`src/rtl/btn_pkg.sv`:
```
// btn_pkg: channel indices, board/simulation timing defaults and counter sizing helper.
package btn_pkg;
  localparam int BTN_LOAD_X   = 0;
  localparam int BTN_LOAD_Y   = 1;
  localparam int BTN_START    = 2;
  localparam int BTN_TOGGLE_K = 3;
  localparam int DEB_DEFAULT  = 1_000_000;
  localparam int LONG_DEFAULT = 100_000_000;
  localparam int DEB_SIM      = 4;
  localparam int LONG_SIM     = 10;
  function automatic int cnt_width(input int d, input int l);
    return $clog2((d > l ? d : l) + 1);
  endfunction
endpackage

```
`src/rtl/btn_debounce_channel.sv`:
```
// btn_debounce_channel: one button's synchroniser, debounce, level/press/release/long-press flops.
module btn_debounce_channel
  import btn_pkg::*;
#(
  parameter int DEBOUNCE_CYCLES = DEB_DEFAULT,
  parameter int LONG_CYCLES     = LONG_DEFAULT
) (
  input  logic clk,
  input  logic reset,
  input  logic raw,
  output logic level,
  output logic pulse,
  output logic rel,
  output logic long_press
);
  localparam int CNT_W = cnt_width(DEBOUNCE_CYCLES, LONG_CYCLES);
  localparam logic [CNT_W-1:0] DEB_LAST  = CNT_W'(DEBOUNCE_CYCLES - 1);
  localparam logic [CNT_W-1:0] LONG_LAST = CNT_W'(LONG_CYCLES - 1);
  logic s1, s2, long_done, accept, expire;
  logic [CNT_W-1:0] deb_cnt, hold_cnt;
  always_comb begin
    accept = (s2 != level) && (deb_cnt == DEB_LAST);
    expire = level && !long_done && (hold_cnt == LONG_LAST);
  end
  // an accepted release on the expiry cycle suppresses the long pulse
  always_ff @(posedge clk) begin
    if (reset) begin
      s1         <= 1'b0;
      s2         <= 1'b0;
      level      <= 1'b0;
      deb_cnt    <= '0;
      hold_cnt   <= '0;
      long_done  <= 1'b0;
      pulse      <= 1'b0;
      rel        <= 1'b0;
      long_press <= 1'b0;
    end else begin
      s1         <= raw;
      s2         <= s1;
      deb_cnt    <= (s2 == level || accept) ? '0 : deb_cnt + 1'b1;
      level      <= accept ? s2 : level;
      pulse      <= accept & s2;
      rel        <= accept & ~s2;
      long_press <= expire & ~accept;
      if (!level) begin
        hold_cnt  <= '0;
        long_done <= 1'b0;
      end else if (expire) long_done <= ~accept;
      else if (!long_done) hold_cnt <= hold_cnt + 1'b1;
    end
  end
endmodule

```
`src/rtl/btn_conditioner.sv`:
```
// btn_conditioner: N_BTN independent debounced button channels feeding the classifier's btn_* inputs.
module btn_conditioner
  import btn_pkg::*;
#(
  parameter int N_BTN           = 4,
  parameter int DEBOUNCE_CYCLES = DEB_DEFAULT,
  parameter int LONG_CYCLES     = LONG_DEFAULT
) (
  input  logic             clk,
  input  logic             reset,
  input  logic [N_BTN-1:0] btn_raw,
  output logic [N_BTN-1:0] btn_level,
  output logic [N_BTN-1:0] btn_pulse,
  output logic [N_BTN-1:0] btn_release,
  output logic [N_BTN-1:0] btn_long
);
  for (genvar i = 0; i < N_BTN; i++) begin : g_ch
    btn_debounce_channel #(
      .DEBOUNCE_CYCLES(DEBOUNCE_CYCLES),
      .LONG_CYCLES(LONG_CYCLES)
    ) u_ch (
      .clk(clk),
      .reset(reset),
      .raw(btn_raw[i]),
      .level(btn_level[i]),
      .pulse(btn_pulse[i]),
      .rel(btn_release[i]),
      .long_press(btn_long[i])
    );
  end
endmodule
```
`config.mk`:
```
export PLATFORM = sky130hd
export DESIGN_NAME = btn_conditioner
export DESIGN_NICKNAME = d
export VERILOG_FILES = /design/src/rtl/btn_pkg.sv /design/src/rtl/btn_debounce_channel.sv /design/src/rtl/btn_conditioner.sv
export SDC_FILE = /design/constraint.sdc
export NUM_CORES = 1
export LEC_CHECK = 0
export ABC_AREA = 1
export CELL_PAD_IN_SITES_DETAIL_PLACEMENT = 1
export CELL_PAD_IN_SITES_GLOBAL_PLACEMENT = 1
export CORE_AREA = 8 8 200 249
export CTS_CLUSTER_SIZE = 28
export DETAILED_ROUTE_END_ITERATION = 10
export DIE_AREA = 0 0 208 257
export GPL_TIMING_DRIVEN = 0
export PLACE_DENSITY_LB_ADDON = 0.1
export SLEW_MARGIN = 20
export SYNTH_ARGS = -nofsm -noshare
export SYNTH_HDL_FRONTEND = slang
export SYNTH_SLANG_ARGS = --single-unit
```
`constraint.sdc`:
```
create_clock -name clk -period 3.8 [get_ports clk]
set_input_delay 0.76 -clock clk [delete_from_list [all_inputs] [get_ports clk]]
set_output_delay 0.76 -clock clk [all_outputs]
set_load 0.005 [all_outputs]
```
# After elaboration in Yosys (flattened, before gate mapping)
# Index checks and enable logic that the tools add are counted.
# totals
regBits	244
input_bits	6
out_inout_bits	16
word_cells	124
# op_classes
addsub	8
n_eq_ne	16
n_bitwise	32
n_reduce_logical	32
# op_table
operator	n
27-bit by 1-bit adder with 27-bit output, second input constant	8
27-bit by 20-bit == test with 1-bit output, second input constant	4
27-bit == test, second input constant	4
1-bit NOT	20
2-bit OR reduction	8
1-bit AND	12
1-bit logical AND	12
2-bit AND reduction	4
1-bit == test	4
1-bit zero test	4
1-bit logical OR	4
1-bit != test	4

# Longest topological paths before layout
# Gate-level depths: netlist of the first run.
# depth
word_depth	5
mapped_depth	12
ltp_nobuf	10

# Cells and area by module
# A second synthesis of the first run with hierarchy kept.
# unflattened
hier_cells	2184
hier_area_um2	13943.4
# modules_own_cells
module	n_inst	cells_each	area_each_um2	seq_area_each_um2
btn_debounce_channel	4	546	3485.8	1221.2

# Worst setup path before layout of the first run
# No wires, ideal clock.
# synth_path
kind	input -> register
from	input port reset
to	register g_ch[1].u_ch.hold_cnt[13]
t_arrival_ns	1.618
required_ns	3.729
slack_ns	2.111
path_stages	5
path_cell_list	buf_2 -> nor2_1 -> clkinv_1 -> clkbuf_1 -> a21oi_1
# synth_via
elab_chain_len	1
# synth_lines
element	line	source
start: declaration	btn_conditioner.sv:10	input logic reset,
2-bit OR reduction (no source line)	--	
end signal: assignment	btn_debounce_channel.sv:49	else if (!long_done) hold_cnt <= hold_cnt + 1'b1;
end: declaration	btn_debounce_channel.sv:20	logic [CNT_W-1:0] deb_cnt, hold_cnt;
# Every way passes these cells.
# A chain may end at the register's enable or synchronous reset.

# Worst setup path after layout of the first run
# layout_path
from	input port reset
to	register g_ch[1].u_ch.hold_cnt[8]
# The elaborated chain is that of the path after synthesis.

==> impl_results.md, run 1 <==
* YS warnings at 0
* Total power at 5.61 mW
* Row count at 88
* Clock latency at the later pin of the worst-skew pair at roughly 0.56 ns
* Initial Util at 0.297
* Final core occ at 0.340
* Max FO, Critical Path at 10
* Worst VDD drop at 0.297 mV
* Mapped Cells at about 2100
* Share of the synthesized area in the top cell type at 0.359
* Wire per inst at 15.0 um
* Largest net degree at the start of global routing at 14
* Die Y at ~260 um
* Register Area at 4880 sq um
* H-tree levels at 1
* CTS sink cnt at between 200 and 250
* Nets@finish at 2197
* P_leak at ~5.2 nW
* Post-DP HPWL at 32100 um
* CTS Hold Bufs at 0
* Largest stage delay on the critical path at between 0.4 and 0.5 ns
* First-pass GRT wire length at between 60000 and 70000 um
* DRC violations left at 0
* CTS clk-pin slew, worst paths at approximately 0.060 ns
* Hold Crit Class: register to register
* RSZ-0062 raised after global routing: false
* Dpl cell area at 14500 sq um
* Multi-input logic area at 7430 sq um
* Vias per cell at 4.78
* Finished Cell Area at 15600 sq um
* Initial antenna violation count at 0
* GRT Total Usage at 0.154
* Vias in the first global route at about 14000
* Placed cell count at roughly 2700
* Max-cap viol count at 0
* Status: completed
* Min-delay src: g_ch[3].u_ch.s1$_SDFF_PP0_
* Critical setup path kind: primary input to register
* CTS max path bufs at 3
* Critical-path cell list: clkdlybuf4s50_1 -> buf_2 -> nor2_1 -> clkinv_1 -> clkbuf_1 -> a21oi_1
* Most common cell after layout, fill and taps aside: nand2_1
* Congestion Overflow GR at 0
* Routability cong. at about 0.8
* Period minus WS final at 2.60 ns
* Layout Cells excl Fill at 2790
* Setup TNS at 0 ns
* Clk_skew at around 0.011 ns
* Worst setup EP type: register
* Start point of the critical path: reset
* Pint at about 4.4 mW
* Crit start category: primary input
* CTS tree: yes
* Synth top area cells: dfxtp_1, nand2_1, nor2_1, nand3_1, inv_1
* Post-CTS Repair Setup Buffers at 0
* Yosys reg bits at between 200 and 250
* Area grow syn2layout at 14.5%
* Maximum clock frequency at between 300 and 400 MHz
* Die W at 208 um
* Tcrit/Tclk final at 0.685
* IO Pins at 22
* Post-route antenna net violation count at 0
* DR vias at 13300
* CP required at 4.28 ns
* Pins Over Slew Limit at 0
* Post-Syn Nets at roughly 2100
* Fillers at roughly 6000
* Logic pwr share at 0.007
* Slew HR at 0.393
* CTS Buf Count at 29
* Fin. Hold Viols at 0
* Layout cells sized above 1 at 0.0753
* Mapped cell area at 13600 sq um
* Ant diodes at 0
* Average cell area after synthesis at 6.38 sq um
* Commonest non-fill, non-tap cells in the layout: nand2_1, nor2_1, dfxtp_1
* Die area at ~53000 sq um
* Worst-margin pin slew at 0.910 ns
* Synth unique cells at 36
* Placeable Area at roughly 46000 sq um
* Slowest CP cell: clkdlybuf4s50_1
* Net switching share of the total power at 0.212
* Setup violators final at 0
* Sequential-to-total area share from yosys stat at 0.359
* Port bufs at 21
* Root Driver: clkbuf_16
* First DRT Iteration DRCs at 511
* Worst path arrival time at between 3 and 4 ns
* Net Sw Power at 1.19 mW
* R2R Path Start: g_ch[1].u_ch.level$_SDFFE_PP0P_
* Area leader, netlist: dfxtp_1
* Biggest regs: g_ch.u_ch.deb_cnt (108), g_ch.u_ch.hold_cnt (108)
* Sequential power share at 0.457
* Power Density at 361 nW/um^2
* Clk pwr share at 0.536
* Post-Route WL at 41800 um
* Initial DRT Pass Iterations at 4
* Post_cts resized at 0
through the flow:
step	setup WS, ns	hold WS [ns]
6_report	1.20	0.404
4_1_cts	1.21	0.411
5_1_grt	1.08	0.429
3_5_place_dp	0.621	0.402
3_3_place_gp	0.639	0.393
2_1_floorplan	2.11	0.388
Yosys cell counts (all sizes together):
master	count
nand2	518
nand4	69
inv	236
and3	1
clkinv	3
and2	8
nor3b	6
ha	8
or2	2
a21oi	112
xnor2	17
nor2	467
o21ai	16
dfxtp	244
nand3b	14
clkbuf	7
a31oi	6
buf	49
xor2	50
o21a	2
nor3	78
nand3	217
nor4	1
power by group through the flow:
stage | sequential (mW) | clock (mW) | combinational, mW
finish | 2.57 | 3.01 | 0.0403
global route | 2.57 | 3.23 | 0.0445
CTS | 2.57 | 3.13 | 0.0424
detailed placement | 2.62 | 0 | 0.0422
global placement | 2.62 | 0 | 0.0418
floorplan | 2.62 | 0 | 0.0210
path summary, 6_finish.rpt:
kind / endpoint / slack (ns) / cells past startpoint
max: g_ch[1].u_ch.hold_cnt[8]$_SDFFE_PP0P_ / 1.20 / 6
max reg2reg: g_ch[1].u_ch.hold_cnt[8]$_SDFFE_PP0P_ / 1.75 / 5
min reg2reg: g_ch[3].u_ch.s2$_SDFF_PP0_ / 0.40 / 2
min: g_ch[3].u_ch.s2$_SDFF_PP0_ / 0.40 / 2
kinds of logic after synthesis:
logic type,count (synthesis),synth area share
AO/OA/AOI/OAI,136,0.0510
XOR/XNOR,67,0.0432
adder cells (fa/ha/maj),8,0.00737
buffers and inverters,295,0.0940
flip-flops,244,0.359
AND/OR/NAND/NOR,1381,0.445
worst max-delay path: cells and delay by family:
| family | cells | cell delay [ns] |
|---|---|---|
| AOI/OAI and AO/OA | 1 | 0.22 |
| and+or+nand+nor | 1 | 0.48 |
| buffers and inverters | 4 | 1.61 |
layer usage:
metal	GRT usage	part of all wire
met5	0	0
met4	0.0399	0.020
met3	0.0189	0.022
met2	0.293	0.51
met1	0.180	0.45
cell type report:
class	instances	share of cell area
Buffer	56	0.0245
Timing Repair Buffer	21	0.0135
Inverter	239	0.0577
Multi-Input combinational cell	1592	0.477
Clock inverter	15	0.0131
Clock buffer	38	0.0527
Sequential cell	244	0.314
Tap cell	585	0.0471
(Power assumes the default switching activity.)
==> inputs of run 2 (changes only) <==
==> constraint.sdc (replaced) <==
create_clock -name clk -period 2.43 [get_ports clk]
set_input_delay 0.486 -clock clk [delete_from_list [all_inputs] [get_ports clk]]
set_output_delay 0.486 -clock clk [all_outputs]
set_load 0.005 [all_outputs]
==> impl_results.md, run 2 (synthesis gave the netlist of run 1 again) <==
* Status: completed
* Clk_skew at roughly 0.011 ns
* Final core occ at 0.340
* Worst path arrival time at 1.66 ns
* DRC violations left at 0
* Largest stage delay on the critical path at 0.49 ns
* Root Driver: clkbuf_16
* Area grow syn2layout at 14.5%
* Place WS at -0.475 ns
* Fin worst setup slack at 0.284 ns
* Die W at around 210 um
* Power Density at 564 nW/um^2
* H-tree levels at 1
* GRT Total Usage at 0.154
* Vias per cell at about 4.8
* Largest net degree at the start of global routing at 14
* Biggest regs: g_ch.u_ch.deb_cnt (108), g_ch.u_ch.hold_cnt (108)
* Port bufs at 21
* Max FO, Critical Path at 5
* RR Endpoint: g_ch[3].u_ch.deb_cnt[14]$_SDFF_PP0_
* Fillers at roughly 6000
* Initial Util at 0.297
* Hold Path Sink: g_ch[3].u_ch.s2$_SDFF_PP0_
* Placeable Area at 45800 sq um
* Critical-path cell list: buf_4 -> clkdlybuf4s50_1
* Pins Over Slew Limit at 0
* Logic pwr share at 0.007
* CP required at 1.94 ns
* CTS clk-pin slew, worst paths at 0.06 ns
* Slowest CP cell: clkdlybuf4s50_1
* Worst-margin pin slew at 0.899 ns
* Initial DRT Pass Iterations at 4
* Tcrit/Tclk final at 0.883
* Most common cell after layout, fill and taps aside: nand2_1
* DR vias at about 13000
* Net switching share of the total power at 0.212
* Worst hold stages at 2
* RSZ-0062 raised after global routing: false
* R2R cell count at 9
* Min-delay src: g_ch[3].u_ch.s1$_SDFF_PP0_
* Period minus WS final at approximately 2.1 ns
* CTS tree: yes
* Post-route antenna net violation count at 0
* Worst VDD drop at 0.465 mV
* Setup violators final at 0
* Hold Crit Class: register to register
* Pint at approximately 6.9 mW
* Fin. Hold Viols at 0
* Layout Cells excl Fill at 2790
* Wire per inst at ~15 um
* Initial antenna violation count at 0
* Die Y at ~260 um
* First DRT Iteration DRCs at 514
* Post-Route WL at ~42000 um
* Worst hold margin at a little over 0.4 ns
* CTS sink cnt at between 200 and 250
* Max-cap viol count at 0
* First-pass GRT wire length at 69800 um
* Net Sw Power at 1.87 mW
* CTS Buf Count at 29
* Post-CTS Repair Setup Buffers at 0
* CP Depth at 2
* Start point of the critical path: g_ch[2].u_ch.level$_SDFFE_PP0P_
* Slew HR at 0.401
* IO Pins at 22
* Vias in the first global route at 14000
* Ant diodes at 0
* Layout cells sized above 1 at 0.0757
* Worst setup EP type: output pin
* Routability cong. at between 0.8 and 0.9
* Clock latency at the later pin of the worst-skew pair at roughly 0.56 ns
* Critical setup path kind: register to output pin
* CTS max path bufs at 3
* CP Buf/Inv Count at 2
* Nets@finish at about 2200
* R2R Path Start: g_ch[3].u_ch.deb_cnt[0]$_SDFF_PP0_
* Sequential power share at 0.457
* Post-DP HPWL at roughly 32000 um
* Commonest non-fill, non-tap cells in the layout: nand2_1, nor2_1, dfxtp_1
* Clk pwr share at 0.536
* P_leak at approximately 5.2 nW
* Delay-heaviest family, CP: buffers and inverters
* Die area at 53500 sq um
* Maximum clock frequency at 466 MHz
* Total power at 8.78 mW
* Congestion Overflow GR at 0
* R2r setup slk at 0.42 ns
* Placed cell count at 2737
* Row count at 88
* Crit start category: register
==> run 2: layout make-up <==
type | instances | area, sq um | share of cell area
Buffer | 56 | 380 | 0.0244
Clock buffer | 38 | 820 | 0.0527
Clock inverter | 15 | 204 | 0.0131
Inverter | 239 | 897 | 0.0577
Multi-Input combinational cell | 1592 | 7430 | 0.478
Sequential cell | 244 | 4880 | 0.314
Tap cell | 585 | 732 | 0.0470
Timing Repair Buffer | 21 | 210 | 0.0135
==> run 2: power by group through the flow <==
| stage | Combinational (mW) | Sequential (mW) | Clock, mW |
|---|---|---|---|
| 2_1_floorplan | 0.0328 | 4.10 | 0 |
| 3_3_place_gp | 0.0654 | 4.10 | 0 |
| 3_5_place_dp | 0.0660 | 4.10 | 0 |
| 4_1_cts | 0.0663 | 4.01 | 4.90 |
| 5_1_grt | 0.0698 | 4.01 | 5.05 |
| 6_report | 0.0632 | 4.01 | 4.70 |
==> run 2: worst max-delay path by stage <==
stage / slack [ns] / to
after floorplan: 0.87 / g_ch[3].u_ch.deb_cnt[26]$_SDFF_PP0_
after global placement: -0.46 / g_ch[1].u_ch.long_done$_SDFFE_PP0P_
after detailed placement: -0.48 / g_ch[1].u_ch.hold_cnt[14]$_SDFFE_PP0P_
after CTS: 0.12 / g_ch[1].u_ch.hold_cnt[8]$_SDFFE_PP0P_
after global routing: 0.20 / btn_level[0]
final: 0.28 / btn_level[2]
==> run 2: metrics by stage <==
step	TNS (ns)	instance area, sq um
floorplan	0	13600
global placement	-12.27	14500
detailed placement	-13.03	14500
CTS	0	15600
global route	0	15600
finish	0	15600
==> run 2: what timing repair did <==
| action | CTS | global route |
|---|---|---|
| hold endpoints to repair | 0 | 0 |
| hold buffers | 0 | 0 |
| gates resized for setup | 0 | 1 |
| endpoints found under the setup margin | 0 | 2 |
==> run 2: metal layers <==
layer	GRT usage	part of all wire
met1	0.180	0.45
met2	0.293	0.51
met3	0.0189	0.022
met4	0.0399	0.021
met5	0	0
==> run 2: worst register-to-register path, stage by stage, from the launching register on <==
cell     delay (ns)
dfxtp_1        0.43
ha_1           0.23
nand2_1        0.10
nor2_2         0.16
nand3_1        0.15
nor2_1         0.21
nand2_1        0.09
nand3_2        0.23
buf_4          0.25
nor2_1         0.07
